$ cat src/rtl/tlb_search_arbiter.sv
// Purpose: shares one TLB search port between IF, MEM and CSR requesters (CSR > MEM > IF, IF anti-starvation).
// Latency: accept at T, search port driven at T+1, registered result valid at T+2; 3-cycle minimum pitch.
// Backpressure: response held stable until the owner's rsp_ready; no new grant until the handshake (or a flush).
module tlb_search_arbiter #(
   parameter int TLBNUM       = 16,
   parameter int IDX_W        = $clog2(TLBNUM),
   parameter int STARVE_LIMIT = 4
) (
   input  logic             clk,
   input  logic             resetn,
   input  logic             flush,
   input  logic [9:0]       asid,
   input  logic [2:0]       req_valid,
   output logic [2:0]       req_ready,
   input  logic [31:0]      req_vaddr_if,
   input  logic [31:0]      req_vaddr_mem,
   input  logic [31:0]      req_vaddr_csr,
   output logic [18:0]      s_vppn,
   output logic             s_va_bit12,
   output logic [9:0]       s_asid,
   input  logic             s_found,
   input  logic [IDX_W-1:0] s_index,
   input  logic [19:0]      s_ppn,
   input  logic [5:0]       s_ps,
   input  logic [1:0]       s_plv,
   input  logic [1:0]       s_mat,
   input  logic             s_d,
   input  logic             s_v,
   output logic [2:0]       rsp_valid,
   input  logic [2:0]       rsp_ready,
   output logic             rsp_found,
   output logic [IDX_W-1:0] rsp_index,
   output logic [19:0]      rsp_ppn,
   output logic [5:0]       rsp_ps,
   output logic [1:0]       rsp_plv,
   output logic [1:0]       rsp_mat,
   output logic             rsp_d,
   output logic             rsp_v,
   output logic [31:0]      rsp_vaddr
);

   localparam int CNT_W = $clog2(STARVE_LIMIT + 1);

   typedef enum logic [1:0] {
      IDLE = 2'd0,
      LOOK = 2'd1,
      RESP = 2'd2
   } state_t;

   typedef struct packed {
      logic             found;
      logic [IDX_W-1:0] index;
      logic [19:0]      ppn;
      logic [5:0]       ps;
      logic [1:0]       plv;
      logic [1:0]       mat;
      logic             d;
      logic             v;
   } tlb_res_t;

   state_t           state, state_nxt;
   logic [2:0]       owner_q;
   logic [31:0]      vaddr_q;
   logic [9:0]       asid_q;
   logic [CNT_W-1:0] starve_cnt;
   tlb_res_t         res_q;
   tlb_res_t         res_in;
   logic [2:0]       grant;
   logic [31:0]      grant_vaddr;
   logic             owner_hs;

   assign res_in = '{found: s_found, index: s_index, ppn: s_ppn, ps: s_ps,
                     plv: s_plv, mat: s_mat, d: s_d, v: s_v};

   // Grant selection: IF forced first once starved, otherwise CSR > MEM > IF; only in IDLE without flush.
   always_comb begin
      grant       = 3'b000;
      grant_vaddr = 32'h0;
      if (state == IDLE && !flush) begin
         if (starve_cnt == CNT_W'(STARVE_LIMIT) && req_valid[0]) begin
            grant = 3'b001;
         end else if (req_valid[2]) begin
            grant = 3'b100;
         end else if (req_valid[1]) begin
            grant = 3'b010;
         end else if (req_valid[0]) begin
            grant = 3'b001;
         end
      end
      unique case (grant)
         3'b100:  grant_vaddr = req_vaddr_csr;
         3'b010:  grant_vaddr = req_vaddr_mem;
         3'b001:  grant_vaddr = req_vaddr_if;
         default: grant_vaddr = 32'h0;
      endcase
   end

   assign owner_hs = |(rsp_ready & owner_q);

   // Next-state: a flush in LOOK/RESP abandons the lookup; an owner handshake in RESP ends it normally.
   always_comb begin
      state_nxt = state;
      unique case (state)
         IDLE:    if (grant != 3'b000) state_nxt = LOOK;
         LOOK:    state_nxt = flush ? IDLE : RESP;
         RESP:    if (flush || owner_hs) state_nxt = IDLE;
         default: state_nxt = IDLE;
      endcase
   end

   // State register.
   always_ff @(posedge clk or negedge resetn) begin
      if (!resetn) state <= IDLE;
      else         state <= state_nxt;
   end

   // Request latches: owner, vaddr and ASID are frozen at accept so later input changes cannot leak in.
   always_ff @(posedge clk or negedge resetn) begin
      if (!resetn) begin
         owner_q <= 3'b000;
         vaddr_q <= 32'h0;
         asid_q  <= 10'h0;
      end else if (grant != 3'b000) begin
         owner_q <= grant;
         vaddr_q <= grant_vaddr;
         asid_q  <= asid;
      end
   end

   // Starvation counter: counts MEM/CSR wins that IF sat through, saturating; any IF win clears it.
   always_ff @(posedge clk or negedge resetn) begin
      if (!resetn) begin
         starve_cnt <= '0;
      end else if (grant == 3'b001) begin
         starve_cnt <= '0;
      end else if (grant != 3'b000 && req_valid[0] && starve_cnt != CNT_W'(STARVE_LIMIT)) begin
         starve_cnt <= starve_cnt + 1'b1;
      end
   end

   // Result register: the combinational TLB answer is captured at the end of LOOK and held through RESP.
   always_ff @(posedge clk or negedge resetn) begin
      if (!resetn) res_q <= '0;
      else if (state == LOOK && !flush) res_q <= res_in;
   end

   assign req_ready  = grant;
   assign rsp_valid  = (state == RESP) ? owner_q : 3'b000;
   assign s_vppn     = vaddr_q[31:13];
   assign s_va_bit12 = vaddr_q[12];
   assign s_asid     = asid_q;
   assign rsp_found  = res_q.found;
   assign rsp_index  = res_q.index;
   assign rsp_ppn    = res_q.ppn;
   assign rsp_ps     = res_q.ps;
   assign rsp_plv    = res_q.plv;
   assign rsp_mat    = res_q.mat;
   assign rsp_d      = res_q.d;
   assign rsp_v      = res_q.v;
   assign rsp_vaddr  = vaddr_q;

endmodule

$ cat config.mk
export PLATFORM = sky130hd
export DESIGN_NAME = tlb_search_arbiter
export DESIGN_NICKNAME = d
export VERILOG_FILES = /design/src/rtl/tlb_search_arbiter.sv
export SDC_FILE = /design/constraint.sdc
export NUM_CORES = 1
export LEC_CHECK = 0
export CORE_MARGIN = 2
export CORE_UTILIZATION = 40
export DETAILED_ROUTE_END_ITERATION = 10
export GPL_ROUTABILITY_DRIVEN = 0
export GPL_TIMING_DRIVEN = 0
export PLACE_DENSITY = 0.86
export SYNTH_ARGS = -nofsm -noshare
export SYNTH_HDL_FRONTEND = slang
export SYNTH_SLANG_ARGS = --single-unit
$ cat constraint.sdc
create_clock -name clk -period 3.9 [get_ports clk]
set_clock_uncertainty 0.15 [all_clocks]
set_input_delay 1.17 -clock clk [delete_from_list [all_inputs] [get_ports clk]]
set_output_delay 1.17 -clock clk [all_outputs]
set_load 0.005 [all_outputs]
# [Yosys cells after proc, flatten, opt, wreduce, memory -nomap -nowiden]
# Cells that the tools add are included.
# Widths: inputs -> output; s select.
[totals] out_inout_bits=105 in_bits=152 regBits=87 wordCells=49
[op_classes] muxes=13 n_reduce_logical=12 eq_ne=9 n_bitwise=1 add_sub_neg=1
[ops] op="$pmux 32 s3" count=1
[ops] op="$mux 3" count=6
[ops] op="$mux 2" count=4
[ops] op="$eq 3x3->1 const B" count=2
[ops] op="$pmux 2 s3" count=1
[ops] op="$logic_and 1x1->1" count=5
[ops] op="$add 3x1->3 const B" count=1
[ops] op="$and 3x3->3" count=1
[ops] op="$eq 3x1->1 const B" count=1
[ops] op="$eq 3x2->1 const B" count=1
[ops] op="$ne 3x3->1 const B" count=1
[ops] op="$reduce_bool 3->1" count=1
[ops] op="$reduce_or 3->1" count=1
[ops] op="$eq 2x1->1 const B" count=1
[ops] op="$eq 2x2->1 const B" count=1
[ops] op="$logic_not 2->1" count=1
[ops] op="$ne 2x1->1 const B" count=1
[ops] op="$ne 2x2->1 const B" count=1
[ops] op="$reduce_and 2->1" count=1
[ops] op="$reduce_bool 2->1" count=1
[ops] op="$logic_not 1->1" count=1
[ops] op="$logic_or 1x1->1" count=1
[ops] op="$mux 1" count=1

# [Depth between registers and ports, before layout]
# Gate-level depths: netlist (run 1).
[depth] depth_word=10 mapped_depth=7 depth_no_buf=5

# [Worst setup path after synthesis (run 1)]
# No wires, ideal clock.
[synth_timing] kind="input to output" startpoint="input flush" endpoint="output req_ready[0]" n_path_buf=2 stages=4 t_required_ps=2580 t_arrival_ps=2192 slack_ps=388 path_cell_list="or4b_1 -> clkbuf_1 -> nor2_4 -> buf_2"
[synth_via] elab_chain_cells=3
[synth_rtl] element="from (decl)" line_no="11" rtl="input logic flush,"
[synth_rtl] element="$logic_not 1->1" line_no="79" rtl="if (state == IDLE && !flush) begin"
[synth_rtl] element="$logic_and 1x1->1" line_no="79"
[synth_rtl] element="$mux 3" line_no="79"
[synth_rtl] element="to (decl)" line_no="14" rtl="output logic [2:0] req_ready,"
# Every way passes these cells.

# [Final worst setup path (run 1)]
[layout_timing] startpoint="input flush" endpoint="output req_ready[2]"
# The elaborated chain is that of the path after synthesis.

==> results of run 1 <==
path summary, 6_finish.rpt:
kind,from,end,slack (ps),depth (start not counted)
max,flush,req_ready[2],60,7
min,rsp_ppn[11],rsp_ppn[11],360,1
max reg2reg,starve_cnt[0],rsp_vaddr[17],1480,9
min reg2reg,rsp_ppn[11],rsp_ppn[11],360,1
max in group asynchronous,resetn,rsp_vaddr[4],2390,2
min in group asynchronous,resetn,rsp_ppn[2],600,1
final cells by class:
class | count | area, sq um | area share [%]
clock buffer | 9 | 124 | 1.71
tap | 136 | 170 | 2.35
sequential | 87 | 2180 | 30.1
antenna | 1 | 2.50 | 0.0346
inverter | 4 | 15.0 | 0.208
timing repair buffer | 260 | 2600 | 36.0
multi-input combinational | 213 | 1750 | 24.1
clock inverter | 6 | 70.1 | 0.969
buffer | 48 | 324 | 4.48
Yosys cell counts:
| cell | number | area share [%] |
|---|---|---|
| nor2b_1 | 1 | 0.15 |
| and3_1 | 1 | 0.15 |
| dfrtp_1 | 87 | 52 |
| mux2_2 | 42 | 11 |
| nand3_1 | 3 | 0.36 |
| nand2b_1 | 1 | 0.15 |
| nor3_1 | 1 | 0.12 |
| o21ai_0 | 3 | 0.36 |
| or3_1 | 2 | 0.30 |
| a22oi_1 | 1 | 0.18 |
| ha_1 | 2 | 0.59 |
| nand3b_1 | 32 | 5.7 |
| a211oi_1 | 32 | 5.7 |
| mux2_4 | 5 | 1.8 |
| or2_1 | 1 | 0.15 |
| buf_2 | 7 | 0.83 |
| nor2_4 | 1 | 0.27 |
| a221o_1 | 32 | 7.6 |
| nand2_1 | 34 | 3.0 |
| nor2_1 | 2 | 0.18 |
| clkbuf_1 | 19 | 1.7 |
| or4b_1 | 1 | 0.24 |
| o2bb2ai_1 | 1 | 0.21 |
| nor4b_1 | 2 | 0.41 |
| buf_4 | 20 | 3.6 |
| o31ai_1 | 1 | 0.18 |
| inv_1 | 4 | 0.36 |
| a21oi_1 | 4 | 0.47 |
| buf_6 | 5 | 1.3 |
| a2bb2oi_1 | 1 | 0.21 |
| a21o_1 | 2 | 0.36 |
| and2_1 | 5 | 0.74 |
sequential cells by signal, indices dropped and copies added, names as in the netlist:
name        flops
rsp_index       4
rsp_found       1
rsp_plv         2
rsp_ppn        20
state           2
starve_cnt      3
rsp_v           1
s_asid         10
rsp_mat         2
rsp_ps          6
rsp_vaddr      32
owner_q         3
rsp_d           1
routing by layer:
metal	share of wire (%)	vias up	GRT usage (%)
li1	-	1836	-
met1	38	1910	27.0
met2	50	208	41.5
met3	9.0	25	6.57
met4	2.4	0	10.1
met5	0	-	0
through the flow:
step	cells	cell area (sq um)	setup TNS, ps	hold slack [ps]
2_1_floorplan	355	4220	0	314
3_5_place_dp	747	6970	-2340	345
4_1_cts	763	7220	0	365
6_report	764	7230	0	363
5_1_grt	764	7230	0	378
3_3_place_gp	746	6950	-130620	331
power breakdown:
group          internal, uW  switching, uW
logic                  1040            460
registers              1190            193
clock network           295            330
total                  2520            982
worst reg2reg max path, stage by stage (launching register included):
cell	delay, ps
dfrtp_1	390
inv_1	80
ha_1	250
a2bb2oi_1	310
nor2_4	80
buf_4	160
buf_4	160
buf_4	180
buf_2	200
a221o_1	360
cells by family (layout without fill, tap and decap cells):
| logic type | after synthesis | after routing | synth area share, % |
|---|---|---|---|
| fa+ha+maj | 2 | 2 | 0.592 |
| simple gates | 87 | 87 | 11.9 |
| compound gates | 77 | 77 | 15.2 |
| other cells | 0 | 1 | 0 |
| buf+inv | 55 | 327 | 7.76 |
| mux | 47 | 47 | 13.0 |
| flops | 87 | 87 | 51.5 |
timing repair:
| action | in CTS | in global routing |
|---|---|---|
| buffers inserted | 4 | 0 |
| resized for setup | 22 | 3 |
| pin swaps | 1 | 0 |
| gates cloned | 0 | 0 |
| setup endpoints to repair | 3 | 2 |
==> metrics.yaml, run 1 <==
status:
  status: "finished, final reports clean"
sta:
  timing.final.ws_setup_ps: 61.8
  rsz0062_at_grt: "false"
  max_freq_mhz: 261
  setup_viol: 0
  tightestPinTransition_ps: 698
  maxSlewHeadroom_pct: 53.3
  finalCriticalPeriod_ps: 3840
  maxSlewViolCount: 0
  min_period_over_period_pct: 98.4
  hold_violations: 0
grt:
  antenna_found_initial: 1
  grt_max_degree: 56
  grt_pass1_wl_um: 20900
  grt_pass1_vias: 4243
  grt-ovfl-total: 0
  grtUsageTotal_pct: 23.7
power_and_ir_drop:
  vdd_ir_drop_max_uv: 227
  cellLeakagePower_uw: 0.00294
  powerDensity_mw_per_mm2: 484
  power.total_uw: 3500
synth:
  yosys_warnings: 0
  synth_fp_nets: 509
  ys_ff_latch: 87
  syn_inst: 355
  ys_seq_area_share_pct: 51.5
  synth_cell_types: 32
  netlist_area_sq_mm: 0.00422
  synth.avg_cell_area_sq_um: 11.9
final_layout:
  drive_above_1_share_pct: 17.7
  final_cell_mix: "clkdlybuf4s50_1, dfrtp_1, mux2_2"
  final_util_pct: 70.4
  nFillCells: 759
  area_growth_pct: 71.2
  final_common_cell: "clkdlybuf4s50_1"
  nets: 777
detailed_routing:
  wl_per_cell_um: 17.6
  vias: 3979
  drc: 0
  drt_iter0_markers: 178
  viasPerCell: 5.21
  dr.pass1.iters: 4
  antenna_left: 0
  drt-total-wl_um: 13400
flow_run:
  max_cap_violations: 0
floorplan:
  initial_utilization_pct: 41.1
  die_x_um: 107
  fp.dieH_um: 107
  rows: 37
  die-area_sq_mm: 0.0114
  core_area_sq_mm: 0.0103
  ioPinCount: 257
clock_tree:
  cts.path.max_buffers: 2
  cts_sinks: 87
  clk_latency_ps: 350
  cts_tree: "yes"
  numCtsBuffers: 9
  clk_pin_slew_ps: 80
  root_buffer: "clkbuf_8"
  htreeDepth: 3
  hold_buffers: 0
setup_path:
  cp_cell_sequence: "clkdlybuf4s15_1 -> or3_4 -> buf_6 -> clkbuf_8 -> nor2_2 -> and2_1 -> clkdlybuf4s15_2"
  path_max_fanout: 10
  critical_path.top_delay_family: "buffers and inverters"
  max_stage_delay_ps: 350
  crit_required_ps: 2580
  worst_setup_path_start_kind: "primary input"
  worstSetupPathType: "in -> out"
  arrival_ps: 2520
  endpoint_kind: "output pin"
  crit_slowest_cell: "or3_4"
  critPathBufInv: 4
min_path:
  hp-class: "reg -> reg"
placed_design:
  hpwl_um: 10700
  dp_slack_ps: -879
  port_buffers: 255
Power figures use the tool's default switching activity.
==> run 2, diff against run 1 <==
--- a/config.mk
+++ b/config.mk
@@ -5,12 +5,15 @@
 export SDC_FILE = /design/constraint.sdc
 export NUM_CORES = 1
 export LEC_CHECK = 0
+export CELL_PAD_IN_SITES_DETAIL_PLACEMENT = 0
+export CELL_PAD_IN_SITES_GLOBAL_PLACEMENT = 1
 export CORE_MARGIN = 2
-export CORE_UTILIZATION = 40
+export CORE_UTILIZATION = 30
+export CTS_CLUSTER_DIAMETER = 150
 export DETAILED_ROUTE_END_ITERATION = 10
 export GPL_ROUTABILITY_DRIVEN = 0
 export GPL_TIMING_DRIVEN = 0
-export PLACE_DENSITY = 0.86
+export PLACE_DENSITY_LB_ADDON = 0.1
 export SYNTH_ARGS = -nofsm -noshare
 export SYNTH_HDL_FRONTEND = slang
 export SYNTH_SLANG_ARGS = --single-unit
==> run 2 against run 1 <==
Net effect:
- clock-buffer cell count is 3 higher
- global-route usage is 4.8 points lower
- flip-flop and latch count stayed put
- critical path type unchanged
- combinational power hardly changed
- critical path depth stayed put
- final area is 2.6% higher
- routed wire length is 5.8% higher
- sequential power hardly changed
- setup slack better by 100 ps
- cell count is 6.3% higher
- fmax is 2.8% higher
==> metrics.yaml, run 2 (synthesis gave the netlist of run 1 again) <==
status:
  status: "finished, final reports clean"
clock_tree:
  root_buffer: "clkbuf_16"
  cts_tree: "yes"
  numCtsBuffers: 9  # unchanged
  cts_sinks: 87  # unchanged
  clk_latency_ps: 340  # about the same
  cts.path.max_buffers: 2  # unchanged
  clk_pin_slew_ps: 70  # about the same
  htreeDepth: 3  # unchanged
floorplan:
  core_area_sq_mm: 0.0138  # +35%
  rows: 43  # +16%
  fp.dieH_um: 123  # +15%
  die_x_um: 123  # +15%
  ioPinCount: 257  # unchanged
  die-area_sq_mm: 0.0150  # +32%
  initial_utilization_pct: 30.5  # -11 points
power_and_ir_drop:
  p_switching_uw: 991  # +0.84%
  powerDensity_mw_per_mm2: 503  # +4.0%
  share_seq_of_total_power_pct: 36.6  # -2.8 points
  p_int_uw: 2740  # +9.0%
  pwr-share-clk_pct: 23.3  # +5.4 points
  power_frac_comb_pct: 40.1  # -2.7 points
  cellLeakagePower_uw: 0.00303  # +2.9%
  p_sw_share_pct: 26.5  # -1.5 points
  vdd_ir_drop_max_uv: 224  # -1.0%
detailed_routing:
  antenna_left: 0  # unchanged
  vias: 3854  # -3.1%
  dr.pass1.iters: 4  # unchanged
  m1WireLength_um: 6050  # +17%
  route.met2.wl_um: 6660  # -1.1%
  drt_iter0_markers: 164  # -7.9%
  drc: 0  # unchanged
  drt-total-wl_um: 14200  # +5.8%
  routed-wl-met3_um: 1220  # +0.91%
  viasPerCell: 4.75  # -8.9%
  wl_per_cell_um: 17.5  # -0.47%
  highest_layer: "met4"
placed_design:
  port_buffers: 255  # unchanged
  dp_slack_ps: -921  # -42.2 ps
  dp.cells: 791  # +5.9%
  hpwl_um: 11000  # +2.9%
  dpl_cell_area_sq_mm: 0.00703  # +0.79%
sta:
  setup_viol: 0  # unchanged
  hold_violations: 0  # unchanged
  maxSlewViolCount: 0  # unchanged
  tightestPinTransition_ps: 890  # +192 ps
  rsz0062_at_grt: "false"
  max_freq_mhz: 268  # +2.8%
  min_period_over_period_pct: 95.7  # -2.7 points
  maxSlewHeadroom_pct: 40.4  # -13 points
  whs_ps: 352  # -11.0 ps
  timing.final.ws_setup_ps: 166  # +104 ps
  finalCriticalPeriod_ps: 3730  # -104 ps
final_layout:
  multi_input_area_sq_mm: 0.00175  # about the same
  nets: 780  # +0.39%
  area_growth_pct: 75.6
  layout.cells.non_filler: 812  # +6.3%
  nFillCells: 1207  # +59%
  final_common_cell: "clkdlybuf4s50_1"
  largest_reg_flops: 32  # unchanged
  final_util_pct: 53.7  # -17 points
  design_area_sq_mm: 0.00742  # +2.6%
  ff_latch_area_sq_mm: 0.00218  # unchanged
  final_cell_mix: "clkdlybuf4s50_1, dfrtp_1, mux2_2"
  drive_above_1_share_pct: 18.1  # +0.36 points
setup_path:
  crit_required_ps: 2580  # about the same
  arrival_ps: 2410  # -110 ps
  worst_setup_path_start_kind: "primary input"
  path_max_fanout: 10  # unchanged
  endpoint_kind: "output pin"
  worstSetupPathType: "in -> out"
grt:
  grt_pass1_wl_um: 21700  # +3.7%
  grt-ovfl-total: 0  # unchanged
  grtUsageTotal_pct: 18.9  # -4.8 points
  grt_pass1_vias: 4074  # -4.0%
  antenna_found_initial: 1  # unchanged
  grt_max_degree: 62  # +11%
flow_run:
  max_cap_violations: 0  # unchanged
min_path:
  hp-class: "reg -> reg"
-- run 2: changes by cell type in the layout (fill, tap and decap cells not counted), sizes merged, moves of 2 or more --
cell and delta:
clkbuf +5, buf +3, clkinvlp -3, dlygate4sd2 -2
-- run 2: critical path, stage by stage --
cell	delay, ps
clkbuf_2	120
or3_1	340
buf_6	160
clkbuf_8	160
nor2_2	120
and2_1	130
clkdlybuf4s15_2	210
-- run 2: final timing paths --
| check | startpoint | endpoint | depth (start not counted) | slack, ps |
|---|---|---|---|---|
| worst max-delay path | flush | req_ready[2] | 7 | 170 |
| worst min-delay path | owner_q[1] | owner_q[1] | 1 | 350 |
| worst max register to register | state[1] | rsp_ppn[15] | 4 | 1600 |
| worst min register to register | owner_q[1] | owner_q[1] | 1 | 350 |
| max in group asynchronous | resetn | rsp_vaddr[4] | 2 | 2390 |
| min in group asynchronous | resetn | rsp_ps[3] | 1 | 600 |
-- run 2: power by group through the flow --
stage          Sequential (uW)  Combinational [uW]  Clock, uW
2_1_floorplan             1380                 524          0
3_3_place_gp              1370                1480          0
3_5_place_dp              1380                1500          0
4_1_cts                   1370                1510        899
5_1_grt                   1410                1620        943
6_report                  1370                1500        871
-- run 2: repair_timing --
| action | 4_1_cts | 5_1_grt |
|---|---|---|
| setup endpoints to repair | 3 | 3 |
| setup buffers | 2 | 4 |
| pin swaps | 1 | 2 |
| resized for setup | 27 | 5 |
| hold buffers | 0 | 0 |
-- run 2: area by class of cell --
type / instances / share of cell area [%]
clock inverters: 4 / 0.708
flip-flops and latches: 87 / 29.3
inverters: 4 / 0.202
well taps: 180 / 3.04
plain buffers: 49 / 4.59
multi-input cells: 213 / 23.5
repair buffers: 262 / 35.2
diodes: 1 / 0.0337
clock buffers: 12 / 3.32
-- run 2: per-stage QoR --
stage / setup TNS, ps / power [uW]
floorplan: 0 / 1910
global placement: -154860 / 2850
detailed placement: -2390 / 2880
CTS: -180 / 3780
global route: 0 / 3970
finish: 0 / 3730
-- run 2: metal layers --
layer  vias up  track usage (%)
li1       1846                -
met1      1813             23.5
met2       177             30.9
met3        18             5.25
met4         0             7.40
met5         -                0
